`config.mk`:
```
export PLATFORM = sky130hd
export DESIGN_NAME = fp_result_buffer
export DESIGN_NICKNAME = d
export VERILOG_FILES = /design/src/rtl/fp_pkg.sv /design/src/rtl/fp_sync_fifo.sv /design/src/rtl/fp_result_buffer.sv
export SDC_FILE = /design/constraint.sdc
export NUM_CORES = 1
export LEC_CHECK = 0
export ABC_AREA = 1
export BUFFER_PORTS_ARGS = -buffer_cell sky130_fd_sc_hd__buf_2
export CAP_MARGIN = 20
export CELL_PAD_IN_SITES_DETAIL_PLACEMENT = 1
export CELL_PAD_IN_SITES_GLOBAL_PLACEMENT = 1
export CORE_MARGIN = 4
export CORE_UTILIZATION = 52
export CTS_BUF_LIST = sky130_fd_sc_hd__clkbuf_4
export DETAILED_ROUTE_END_ITERATION = 12
export HOLD_SLACK_MARGIN = 0.06
export PLACE_DENSITY = 0.93
export SKIP_CTS_REPAIR_TIMING = 1
export SYNTH_ARGS = -nofsm -noshare
export SYNTH_HDL_FRONTEND = slang
export SYNTH_SLANG_ARGS = --single-unit
```
`constraint.sdc`:
```
create_clock -name clk -period 4.7 [get_ports clk]
set_input_delay 0.47 -clock clk [delete_from_list [all_inputs] [get_ports clk]]
set_output_delay 0.47 -clock clk [all_outputs]
set_load 0.005 [all_outputs]
```
`src/rtl/fp_pkg.sv`:
```
// Shared floating-point definitions: flag width, flag bit positions and the
// flag/result entry types used by the multiplier result buffer.
package fp_pkg;

  localparam int FLAG_W = 3;
  localparam int EXC    = 2;
  localparam int OVF    = 1;
  localparam int UNF    = 0;

  typedef logic [FLAG_W-1:0] fp_flags_t;

  typedef struct packed {
    logic [31:0] result;
    fp_flags_t   flags;
  } fp_entry_t;

endpackage

```
`src/rtl/fp_sync_fifo.sv`:
```
// Synchronous FIFO of fp_entry_t words; a push is accepted when not full or
// when a pop frees a slot in the same cycle. Storage itself is not reset.
module fp_sync_fifo
  import fp_pkg::*;
#(
  parameter  int DEPTH = 4,
  localparam int PW    = $clog2(DEPTH),
  localparam int CW    = PW + 1
) (
  input  logic          clk,
  input  logic          rst_n,
  input  logic          push_i,
  input  logic          pop_i,
  input  fp_entry_t     wdata_i,
  output fp_entry_t     rdata_o,
  output logic [CW-1:0] count_o,
  output logic          full_o,
  output logic          empty_o,
  output logic          push_ok_o
);

  fp_entry_t mem [DEPTH];

  logic [PW-1:0] wr_ptr_q, wr_ptr_d;
  logic [PW-1:0] rd_ptr_q, rd_ptr_d;
  logic [CW-1:0] count_q, count_d;
  logic          pop_ok;
  logic          push_ok;

  assign empty_o   = (count_q == '0);
  assign full_o    = (count_q == CW'(DEPTH));
  assign pop_ok    = pop_i & ~empty_o;
  assign push_ok   = push_i & (~full_o | pop_ok);
  assign push_ok_o = push_ok;
  assign count_o   = count_q;
  assign rdata_o   = mem[rd_ptr_q];

  // DEPTH is a power of two, so pointer wrap is the natural PW-bit overflow.
  always_comb begin
    wr_ptr_d = wr_ptr_q;
    rd_ptr_d = rd_ptr_q;
    count_d  = count_q;
    if (push_ok) wr_ptr_d = wr_ptr_q + PW'(1);
    if (pop_ok)  rd_ptr_d = rd_ptr_q + PW'(1);
    if (push_ok && !pop_ok)      count_d = count_q + CW'(1);
    else if (pop_ok && !push_ok) count_d = count_q - CW'(1);
  end

  always_ff @(posedge clk or negedge rst_n) begin
    if (!rst_n) begin
      wr_ptr_q <= '0;
      rd_ptr_q <= '0;
      count_q  <= '0;
    end else begin
      wr_ptr_q <= wr_ptr_d;
      rd_ptr_q <= rd_ptr_d;
      count_q  <= count_d;
    end
  end

  always_ff @(posedge clk) begin
    if (push_ok) mem[wr_ptr_q] <= wdata_i;
  end

endmodule

```
`src/rtl/fp_result_buffer.sv`:
```
// Result buffer behind the FP multiplier: FIFO of {result, flags}, drop pulse on
// overflowing input, optional sticky flags (macro FP_RESULT_BUF_STICKY_EN).
module fp_result_buffer
  import fp_pkg::*;
#(
  parameter int DEPTH = 4
) (
  input  logic                   clk,
  input  logic                   reset,
  input  logic                   in_valid,
  input  logic [31:0]            in_result,
  input  logic [FLAG_W-1:0]      in_flags,
  output logic                   out_valid,
  input  logic                   out_ready,
  output logic [31:0]            out_result,
  output logic [FLAG_W-1:0]      out_flags,
  output logic [$clog2(DEPTH):0] count,
  output logic                   full,
  output logic                   drop,
  input  logic                   sticky_clear,
  output logic [FLAG_W-1:0]      sticky_flags
);

  // Handshake: the head transfers on a cycle where out_valid and out_ready are
  // both high; in_valid has no back-pressure, a word that finds no room is lost.
  fp_entry_t wdata;
  fp_entry_t rdata;
  logic      empty;
  logic      push_ok;
  logic      drop_q, drop_d;

  assign wdata.result = in_result;
  assign wdata.flags  = in_flags;

  fp_sync_fifo #(.DEPTH(DEPTH)) u_fifo (
    .clk       (clk),
    .rst_n     (reset),
    .push_i    (in_valid),
    .pop_i     (out_ready),
    .wdata_i   (wdata),
    .rdata_o   (rdata),
    .count_o   (count),
    .full_o    (full),
    .empty_o   (empty),
    .push_ok_o (push_ok)
  );

  assign out_valid  = ~empty;
  assign out_result = rdata.result;
  assign out_flags  = rdata.flags;

  assign drop_d = in_valid & ~push_ok;

  always_ff @(posedge clk or negedge reset) begin
    if (!reset) drop_q <= 1'b0;
    else        drop_q <= drop_d;
  end

  assign drop = drop_q;

`ifdef FP_RESULT_BUF_STICKY_EN
  fp_flags_t sticky_q, sticky_d;
  fp_flags_t acc_flags;

  // A clear coinciding with an accepted push keeps only that word's flags.
  assign acc_flags = push_ok ? in_flags : '0;

  always_comb begin
    sticky_d = sticky_q | acc_flags;
    if (sticky_clear) sticky_d = acc_flags;
  end

  always_ff @(posedge clk or negedge reset) begin
    if (!reset) sticky_q <= '0;
    else        sticky_q <= sticky_d;
  end

  assign sticky_flags = sticky_q;
`else
  logic unused_sticky_clear;
  assign unused_sticky_clear = sticky_clear;
  assign sticky_flags        = '0;
`endif

endmodule

```
==> impl_metrics.json, run 1 <==
{
  "status": "finished, final reports clean",
  "syn_inst": 441,
  "clock_sinks": 148,
  "numCtsBuffers": 17,
  "cp.required_ns": 4.23,
  "dieHeight_um": 114,
  "fin_crit_ns": 3.08,
  "path_class": "reg -> out",
  "arrival_ns": 2.61,
  "slew-limit-headroom_pct": 45.3,
  "slew_violations": 0,
  "cp_slowest_cell": "dfrtp_2",
  "finalSetupViolCount": 0,
  "antenna-diode-count": 0,
  "start_util_pct": 53.6,
  "drc": 0,
  "die_width_um": 114,
  "antenna_found_initial": 0,
  "setup_tns_ns": 0,
  "vdd_drop_max_mv": 0.370,
  "vias_per_cell": 5.43,
  "ys.flop_type": "edfxtp_1",
  "place_congestion": 0.718,
  "fin_ws_ns": 1.62,
  "io_pins": 84,
  "synth_common_cells": "edfxtp_1, nor2_1, o21ai_1",
  "routed_wirelength_um": 13600,
  "hold_violations": 0,
  "post_drt_wl_per_cell_um": 20.2,
  "cp-end-kind": "output port",
  "grt_usage_pct": 22.1,
  "powerDensity_nw_per_um2": 626,
  "firstDrtPassIters": 4,
  "worstMarginPinSlew_ns": 0.820,
  "syn_area_um2": 5830,
  "htreeDepth": 4,
  "regArea_um2": 4410,
  "holdCritPathClass": "in -> reg",
  "die-area_um2": 13000,
  "crit_buf_inv": 2,
  "place_ws_ns": 2.26,
  "layout.nets": 569,
  "dp_hpwl_um": 8340,
  "final_area_um2": 6700,
  "yosys.area.top_type": "edfxtp_1",
  "drv_cap": 0,
  "ys_types": 20,
  "grt_max_degree": 73,
  "clock_path_buffers": 2,
  "grt_pass1_vias": 3995,
  "hold_ws_ns": 0.171,
  "rsz0062_at_grt": "no",
  "syn2layout_area_growth_pct": 14.9,
  "io_buffers": 79,
  "coreArea_um2": 10900,
  "clk_pin_slew_worst_paths_ns": 0.12,
  "drt_first_iter_violations": 216,
  "synth-seq-cells": 148,
  "drive_gt1_share_pct": 22.6,
  "p_leak_nw": 2.48,
  "slowest_delay_ns": 0.91,
  "synth_top_area_share_pct": 72.1,
  "fmax_mhz": 325,
  "critPathTopFamily": "flip-flops",
  "row_count": 38,
  "cts_tree": "yes",
  "overflow": 0,
  "worstSkewPairLatency_ns": 0.51,
  "clockRootBuffer": "clkbuf_4",
  "post_dp_cell_area_um2": 6320,
  "synth_area_leaders": "edfxtp_1, o21ai_1, nor2_1, dfrtp_1, buf_6",
  "clock_skew_ns": 0.0127,
  "filler_cell_count": 1137,
  "fin_crit_sh_pct": 65.4,
  "syn_area_per_cell_um2": 13.2,
  "cp-start-kind": "register",
  "cp_cell_sequence": "buf_4 > nor2_1 > nor2_1 > o21ai_1 > o21ai_1 > buf_2",
  "grt_pass1_wl_um": 21300,
  "synth.most_common_cell": "edfxtp_1",
  "path_max_fanout": 40,
  "synth-async-reset-ratio_pct": 5.41,
  "dr_total_vias": 3662,
  "synth-seq-area-share_pct": 75.5,
  "postRouteAntennaNets": 0,
  "synth_edf_count": 140,
  "multi_input_area_um2": 1200,
  "yosys_warnings": 0
}
==> through the flow <==
stage          instances  power, W  utilization, %
4_1_cts              673   0.00424            61.3
2_1_floorplan        443   0.00274               -
6_report             675   0.00420            61.5
3_3_place_gp         639   0.00308            57.4
3_5_place_dp         642   0.00326            58.0
5_1_grt              675   0.00446            61.5
==> kinds of logic (layout without fill, tap and decap cells) <==
group / after synthesis / after routing / synth area share [%]
AOI/OAI and AO/OA: 105 / 105 / 9.01
xor gates and xnor gates: 1 / 1 / 0.150
adders and majority gates: 6 / 6 / 1.42
buffers and inverters: 40 / 132 / 4.61
DFF: 148 / 148 / 75.5
other: 1 / 3 / 0.0643
and+or+nand+nor: 140 / 140 / 9.25
==> sequential cells by signal (all words and copies together), names as in the netlist <==
register         cells
u_fifo.rd_ptr_q      2
drop                 1
u_fifo.mem         140
u_fifo.count_o       3
u_fifo.wr_ptr_q      2
==> layout make-up <==
class	count	area share (%)
clock buffer	19	2.13
clock inverter	12	3.14
inverter	15	0.915
multi-input combinational	255	17.9
sequential	148	65.8
tap	140	2.61
timing repair buffer	86	7.58
==> worst reg2reg max path, cell delays in order (launching register included) <==
cell and delay (ns):
dfrtp_1 0.48, nor2_1 0.20, nand3_1 0.17, nand2_2 0.28
inv_1 0.09, ha_1 0.23, inv_1 0.13, fa_1 0.46
nand2_1 0.10, nand2_1 0.05
==> path summary, 6_finish.rpt <==
check,start,to,slack [ns],cells after the start
setup / recovery,u_fifo.rd_ptr_q[0],out_result[17],1.62,6
hold / removal,in_result[28],u_fifo.mem[2][31],0.17,1
setup reg to reg,u_fifo.count_o[0],u_fifo.count_o[1],2.43,9
hold reg to reg,u_fifo.wr_ptr_q[1],u_fifo.wr_ptr_q[1],0.55,2
max in group asynchronous,reset,u_fifo.rd_ptr_q[0],4.19,2
min in group asynchronous,reset,u_fifo.count_o[1],0.33,2
==> layout by cell type (no fill, tap or decap), types with 2 or more instances in the layout <==
| master | Yosys | routed |
|---|---|---|
| edfxtp_1 | 140 | 140 |
| nor2_1 | 111 | 107 |
| o21ai_1 | 104 | 104 |
| buf_2 | 10 | 79 |
| nand2_1 | 20 | 20 |
| clkbuf_4 | 0 | 19 |
| inv_1 | 13 | 13 |
| dfrtp_1 | 8 | 7 |
| nand3_1 | 6 | 6 |
| bufinv_16 | 0 | 6 |
| ha_1 | 5 | 5 |
| nor2_4 | 0 | 4 |
| conb_1 | 1 | 3 |
| clkinv_1 | 0 | 3 |
| buf_12 | 0 | 3 |
| clkinv_2 | 0 | 2 |
| buf_4 | 3 | 2 |
==> per-layer routing <==
layer  wire (µm)  part of all wire, %  track usage (%)  vias to the layer above
li1            -                    -                -                     1729
met1        5290                   39             26.2                     1811
met2        7520                   55             40.2                      105
met3         630                  4.6             5.36                       17
met4         184                  1.4             6.25                        0
met5           0                    0                0                        -
==> power by group <==
part / total [W] / internal [W] / switching [W]
sequential: 0.00185 / 0.00170 / 0.000150
combinational: 0.00139 / 0.000501 / 0.000886
clock: 0.000956 / 0.000533 / 0.000423
Power figures use the tool's default switching activity.
==> run 2, diff against run 1 <==
CORE_UTILIZATION = 43   (was 52)
PLACE_DENSITY = 0.82   (was 0.93)
clock period = 2.7 ns   (was 4.7 ns; I/O delays follow)
==> run 2 against run 1 <==
  * Sequential cell count unchanged
  * Combinational power up 80%
  * Core utilization down 7.6 points
  * Register-to-register slack worse by 2.0 ns
  * Critical endpoint is now out_result[1]
  * Highest routed layer unchanged
==> impl_metrics.json, run 2 (same netlist as run 1, synthesis figures left out) <==
{
  "place_ws_ns": 0.485,
  "cp-start-kind": "register",
  "io_pins": 84,
  "syn2layout_area_growth_pct": 22.4,
  "coreArea_um2": 13200,
  "vdd_drop_max_mv": 0.520,
  "drv_cap": 0,
  "slew-limit-headroom_pct": 61.6,
  "path_class": "reg -> out",
  "holdCritPathClass": "in -> reg",
  "worstSkewPairLatency_ns": 0.52,
  "regMostFlops": "u_fifo.mem",
  "vias_per_cell": 5.00,
  "cp-end-kind": "output port",
  "path_max_fanout": 30,
  "overflow": 0,
  "fin_crit_ns": 2.34,
  "clock_path_buffers": 2,
  "drc": 0,
  "row_count": 42,
  "status": "finished, final reports clean",
  "slew_violations": 0,
  "final_common_cell": "edfxtp_1",
  "grt_max_degree": 73,
  "clock_skew_ns": 0.0125,
  "power_w": 0.00725,
  "largest_reg_flops": 140,
  "grt_usage_pct": 17.0,
  "layout.nets": 610,
  "final_core_util_pct": 53.9,
  "postRouteAntennaNets": 0,
  "grt_pass1_vias": 4013,
  "clock_sinks": 148,
  "die-area_um2": 15500,
  "drive_gt1_share_pct": 21.3,
  "clk_pin_slew_worst_paths_ns": 0.12,
  "post_drt_wl_per_cell_um": 17.3,
  "rsz0062_at_grt": "no",
  "firstDrtPassIters": 4,
  "dp_hpwl_um": 7940,
  "hold_ws_ns": 0.488,
  "place_congestion": 0.786,
  "setup_tns_ns": 0,
  "finalSetupViolCount": 0,
  "grt_pass1_wl_um": 20400,
  "io_buffers": 79,
  "antenna-diode-count": 0,
  "dieHeight_um": 124,
  "worstMarginPinSlew_ns": 0.576,
  "powerDensity_nw_per_um2": 1020,
  "hold_violations": 0,
  "fin_crit_sh_pct": 86.6,
  "p_leak_nw": 2.64,
  "final_cell_mix": "edfxtp_1, nor2_1, o21ai_1, buf_2, dlygate4sd3_1",
  "arrival_ns": 2.07,
  "htreeDepth": 4,
  "antenna_found_initial": 0,
  "routed_wirelength_um": 13000,
  "fmax_mhz": 428,
  "clockRootBuffer": "clkbuf_4",
  "die_width_um": 124,
  "drt_first_iter_violations": 186,
  "start_util_pct": 44.0,
  "cp.required_ns": 2.43,
  "numCtsBuffers": 17,
  "dr_total_vias": 3762,
  "fin_ws_ns": 0.362,
  "cts_tree": "yes"
}
run 2: cell count changes in the layout (fill, tap and decap cells not counted), sizes merged:
cell	change
clkinv	+2
clkbuf	-1
dlygate4sd3	+38
buf	+3
run 2: final timing paths:
kind | end | cells after the start | slack [ns] | start
setup / recovery | out_result[1] | 5 | 0.36 | u_fifo.rd_ptr_q[1]
hold / removal | u_fifo.mem[0][17] | 2 | 0.49 | in_result[14]
setup reg to reg | u_fifo.count_o[2] | 12 | 0.46 | u_fifo.count_o[0]
hold reg to reg | u_fifo.wr_ptr_q[1] | 2 | 0.54 | u_fifo.wr_ptr_q[1]
max in group asynchronous | u_fifo.rd_ptr_q[0] | 3 | 1.71 | reset
min in group asynchronous | drop | 3 | 0.70 | reset
run 2: critical path: stages, from the launching register on:
cell and delay, ns:
dfrtp_1 0.43, inv_2 0.42, buf_4 0.28, o21ai_1 0.08, o21ai_1 0.18, buf_2 0.15
run 2: power by group:
part / internal [W] / total, W / switching, W
Clock: 0.000912 / 0.00163 / 0.000714
Sequential: 0.00297 / 0.00312 / 0.000152
Combinational: 0.000916 / 0.00250 / 0.00159
Total: 0.00479 / 0.00725 / 0.00245
run 2: metrics by stage:
step / instance area (µm²) / std cells
after global routing: 7140 / 753
after global placement: 6400 / 682
after detailed placement: 6400 / 682
final: 7140 / 753
after floorplan: 5840 / 443
after CTS: 6750 / 714
run 2: final cells by class:
class	count	area [µm²]
fillers	1405	6110
clock inverters	14	214
clock buffers	18	135
flip-flops and latches	148	4410
multi-input cells	255	1200
repair buffers	127	903
inverters	15	61.3
well taps	176	220
run 2: routing by layer:
layer | global-route usage (%) | up-vias | part of all wire (%)
met5 | 0 | - | 0
met4 | 7.03 | 0 | 1.3
met3 | 4.76 | 14 | 3.8
met2 | 30.2 | 78 | 54
met1 | 19.3 | 1861 | 41
li1 | - | 1809 | -
==> run 3, diff against run 2 <==
CORE_UTILIZATION = 52   (was 43)
PLACE_DENSITY = 0.93   (was 0.82)
clock period = 2.83 ns   (was 2.7 ns; I/O delays follow)
==> run 3 against run 2 <==
  * Die area is 16% lower
  * Count of clock-buffer cells in the layout stayed put
  * Clock skew is 0.0015 ns higher
  * Cell area is 2.2% lower
  * Sequential cell count stayed put
  * Hold slack worse by 0.37 ns
  * Wire length is 10% higher
  * Critical path depth stayed put
  * Highest routed layer unchanged
  * Register-to-register slack better by 0.12 ns
  * Non-clock buffer count stayed put
  * Via count is 3.1% higher
  * Clock power is 20% lower
==> impl_metrics.json, run 3 (same netlist as run 1, synthesis figures left out) <==
{
  "grt_pass1_wl_um": 21300,
  "slew_violations": 0,
  "postRouteAntennaNets": 0,
  "clock_sinks": 148,
  "drv_cap": 0,
  "cp_slowest_cell": "inv_2",
  "p_sw_w": 0.00244,
  "fin_ws_ns": 0.273,
  "io_pins": 84,
  "dp_cells": 647,
  "powerDensity_nw_per_um2": 963,
  "final_cell_mix": "edfxtp_1, nor2_1, o21ai_1, buf_2, dlygate4sd3_1",
  "vdd_drop_max_mv": 0.568,
  "post_drt_wl_per_cell_um": 20.0,
  "drt_first_iter_violations": 276,
  "vias_per_cell": 5.42,
  "die_width_um": 114,
  "crit_cells": 5,
  "io_buffers": 79,
  "slowest_delay_ns": 0.52,
  "largest_reg_flops": 140,
  "die-area_um2": 13000,
  "antenna_found_initial": 1,
  "cts_tree": "yes",
  "clk_pin_slew_worst_paths_ns": 0.12,
  "grt_max_degree": 73,
  "place_congestion": 0.739,
  "rsz0062_at_grt": "no",
  "row_count": 38,
  "setup_tns_ns": 0,
  "dp_hpwl_um": 8700,
  "path_max_fanout": 37,
  "cp-end-kind": "output port",
  "coreArea_um2": 10900,
  "gr-max-usage-layer": "met2",
  "clock_skew_ns": 0.0141,
  "routed_wirelength_um": 14300,
  "overflow": 0,
  "met2_usage_pct": 38.4,
  "rr_worst_depth": 9,
  "netSwitchingFraction_pct": 36.3,
  "path_class": "reg -> out",
  "clock_path_buffers": 2,
  "hold_violations": 0,
  "clockRootBuffer": "clkbuf_4",
  "p_clk_share_pct": 19.4,
  "finalNonFillerCells": 716,
  "regMostFlops": "u_fifo.mem",
  "grt_pass1_vias": 4014,
  "p_int_w": 0.00428,
  "firstDrtPassIters": 4,
  "final_common_cell": "edfxtp_1",
  "met3_usage_pct": 5.99,
  "met1_usage_pct": 26.5,
  "p_leak_nw": 2.60,
  "start_util_pct": 53.6,
  "crit_buf_inv": 3,
  "drc": 0,
  "htreeDepth": 4,
  "drive_gt1_share_pct": 21.6,
  "finalSetupViolCount": 0,
  "filler_cell_count": 1123,
  "dieHeight_um": 114,
  "pwr-share-comb_pct": 35.4,
  "worstMarginPinSlew_ns": 0.686,
  "status": "finished, final reports clean",
  "holdCritPathClass": "in -> async",
  "fin_crit_ns": 2.56,
  "numCtsBuffers": 17,
  "power.share.sequential_pct": 45.2,
  "cp-start-kind": "register",
  "place_ws_ns": 0.610,
  "fmax_mhz": 391,
  "cp_cell_sequence": "inv_2 > buf_12 > o21ai_1 > o21ai_1 > buf_2",
  "syn2layout_area_growth_pct": 19.7,
  "critPathTopFamily": "buffers and inverters",
  "crit_top_cell": "o21ai_1",
  "layout.nets": 610,
  "power_w": 0.00672,
  "fin_crit_sh_pct": 90.3,
  "dr_total_vias": 3879,
  "arrival_ns": 2.27,
  "grt_usage_pct": 21.9,
  "worstSkewPairLatency_ns": 0.51,
  "slew-limit-headroom_pct": 54.2,
  "cp.required_ns": 2.55
}
[run 3: changes by cell type in the layout (fill, tap and decap cells not counted), sizes merged]
cell         before  now
buf              88   89
clkinvlp          0    2
dlygate4sd3      39   38
bufinv            6    3
clkinv            8    7
diode             0    1
[run 3: layout make-up]
| class | count | area (µm²) | share of cell area [%] |
|---|---|---|---|
| repair buffers | 127 | 863 | 12.4 |
| flip-flops and latches | 148 | 4410 | 63.1 |
| diodes | 1 | 2.50 | 0.0358 |
| well taps | 140 | 175 | 2.51 |
| multi-input cells | 255 | 1200 | 17.2 |
| clock inverters | 12 | 140 | 2.01 |
| inverters | 15 | 61.3 | 0.878 |
| clock buffers | 18 | 135 | 1.94 |
[run 3: worst reg2reg max path: stages, from the launching register on]
cell     delay, ns
dfrtp_1       0.47
nor2_1        0.18
nand3_1       0.21
nand2_2       0.29
inv_1         0.10
ha_1          0.23
inv_1         0.10
fa_1          0.43
nand2_1       0.09
nand2_1       0.05
[run 3: worst paths after layout]
| kind | slack [ns] | end | startpoint |
|---|---|---|---|
| setup / recovery | 0.27 | out_result[19] | u_fifo.rd_ptr_q[1] |
| hold / removal | 0.12 | u_fifo.count_o[1] | reset |
| setup reg to reg | 0.58 | u_fifo.count_o[1] | u_fifo.count_o[0] |
| hold reg to reg | 0.56 | u_fifo.wr_ptr_q[0] | u_fifo.wr_ptr_q[0] |
| max in group asynchronous | 2.52 | u_fifo.rd_ptr_q[0] | reset |
| min in group clk | 0.51 | u_fifo.mem[1][2] | in_flags[2] |
[run 3: stage by stage]
stage,instance area [µm²],hold slack (ns),util (%)
2_1_floorplan,5840,-0.0126,-
3_3_place_gp,6320,0.134,58.1
3_5_place_dp,6320,0.141,58.1
4_1_cts,6600,-0.442,60.6
5_1_grt,6980,0.0953,64.1
6_report,6980,0.121,64.1
[run 3: power by group through the flow]
stage,Sequential (W),Clock [W],Combinational [W]
after detailed placement,0.00308,0,0.00233
after global placement,0.00304,0,0.00215
final,0.00304,0.00131,0.00238
after floorplan,0.00300,0,0.00155
after CTS,0.00303,0.00133,0.00236
after global routing,0.00307,0.00144,0.00266
[run 3: metal layers]
layer / wire length, µm / share of wire, %
met5: 0 / 0
met1: 5810 / 40
met2: 7760 / 54
met4: 258 / 1.8
met3: 517 / 3.6
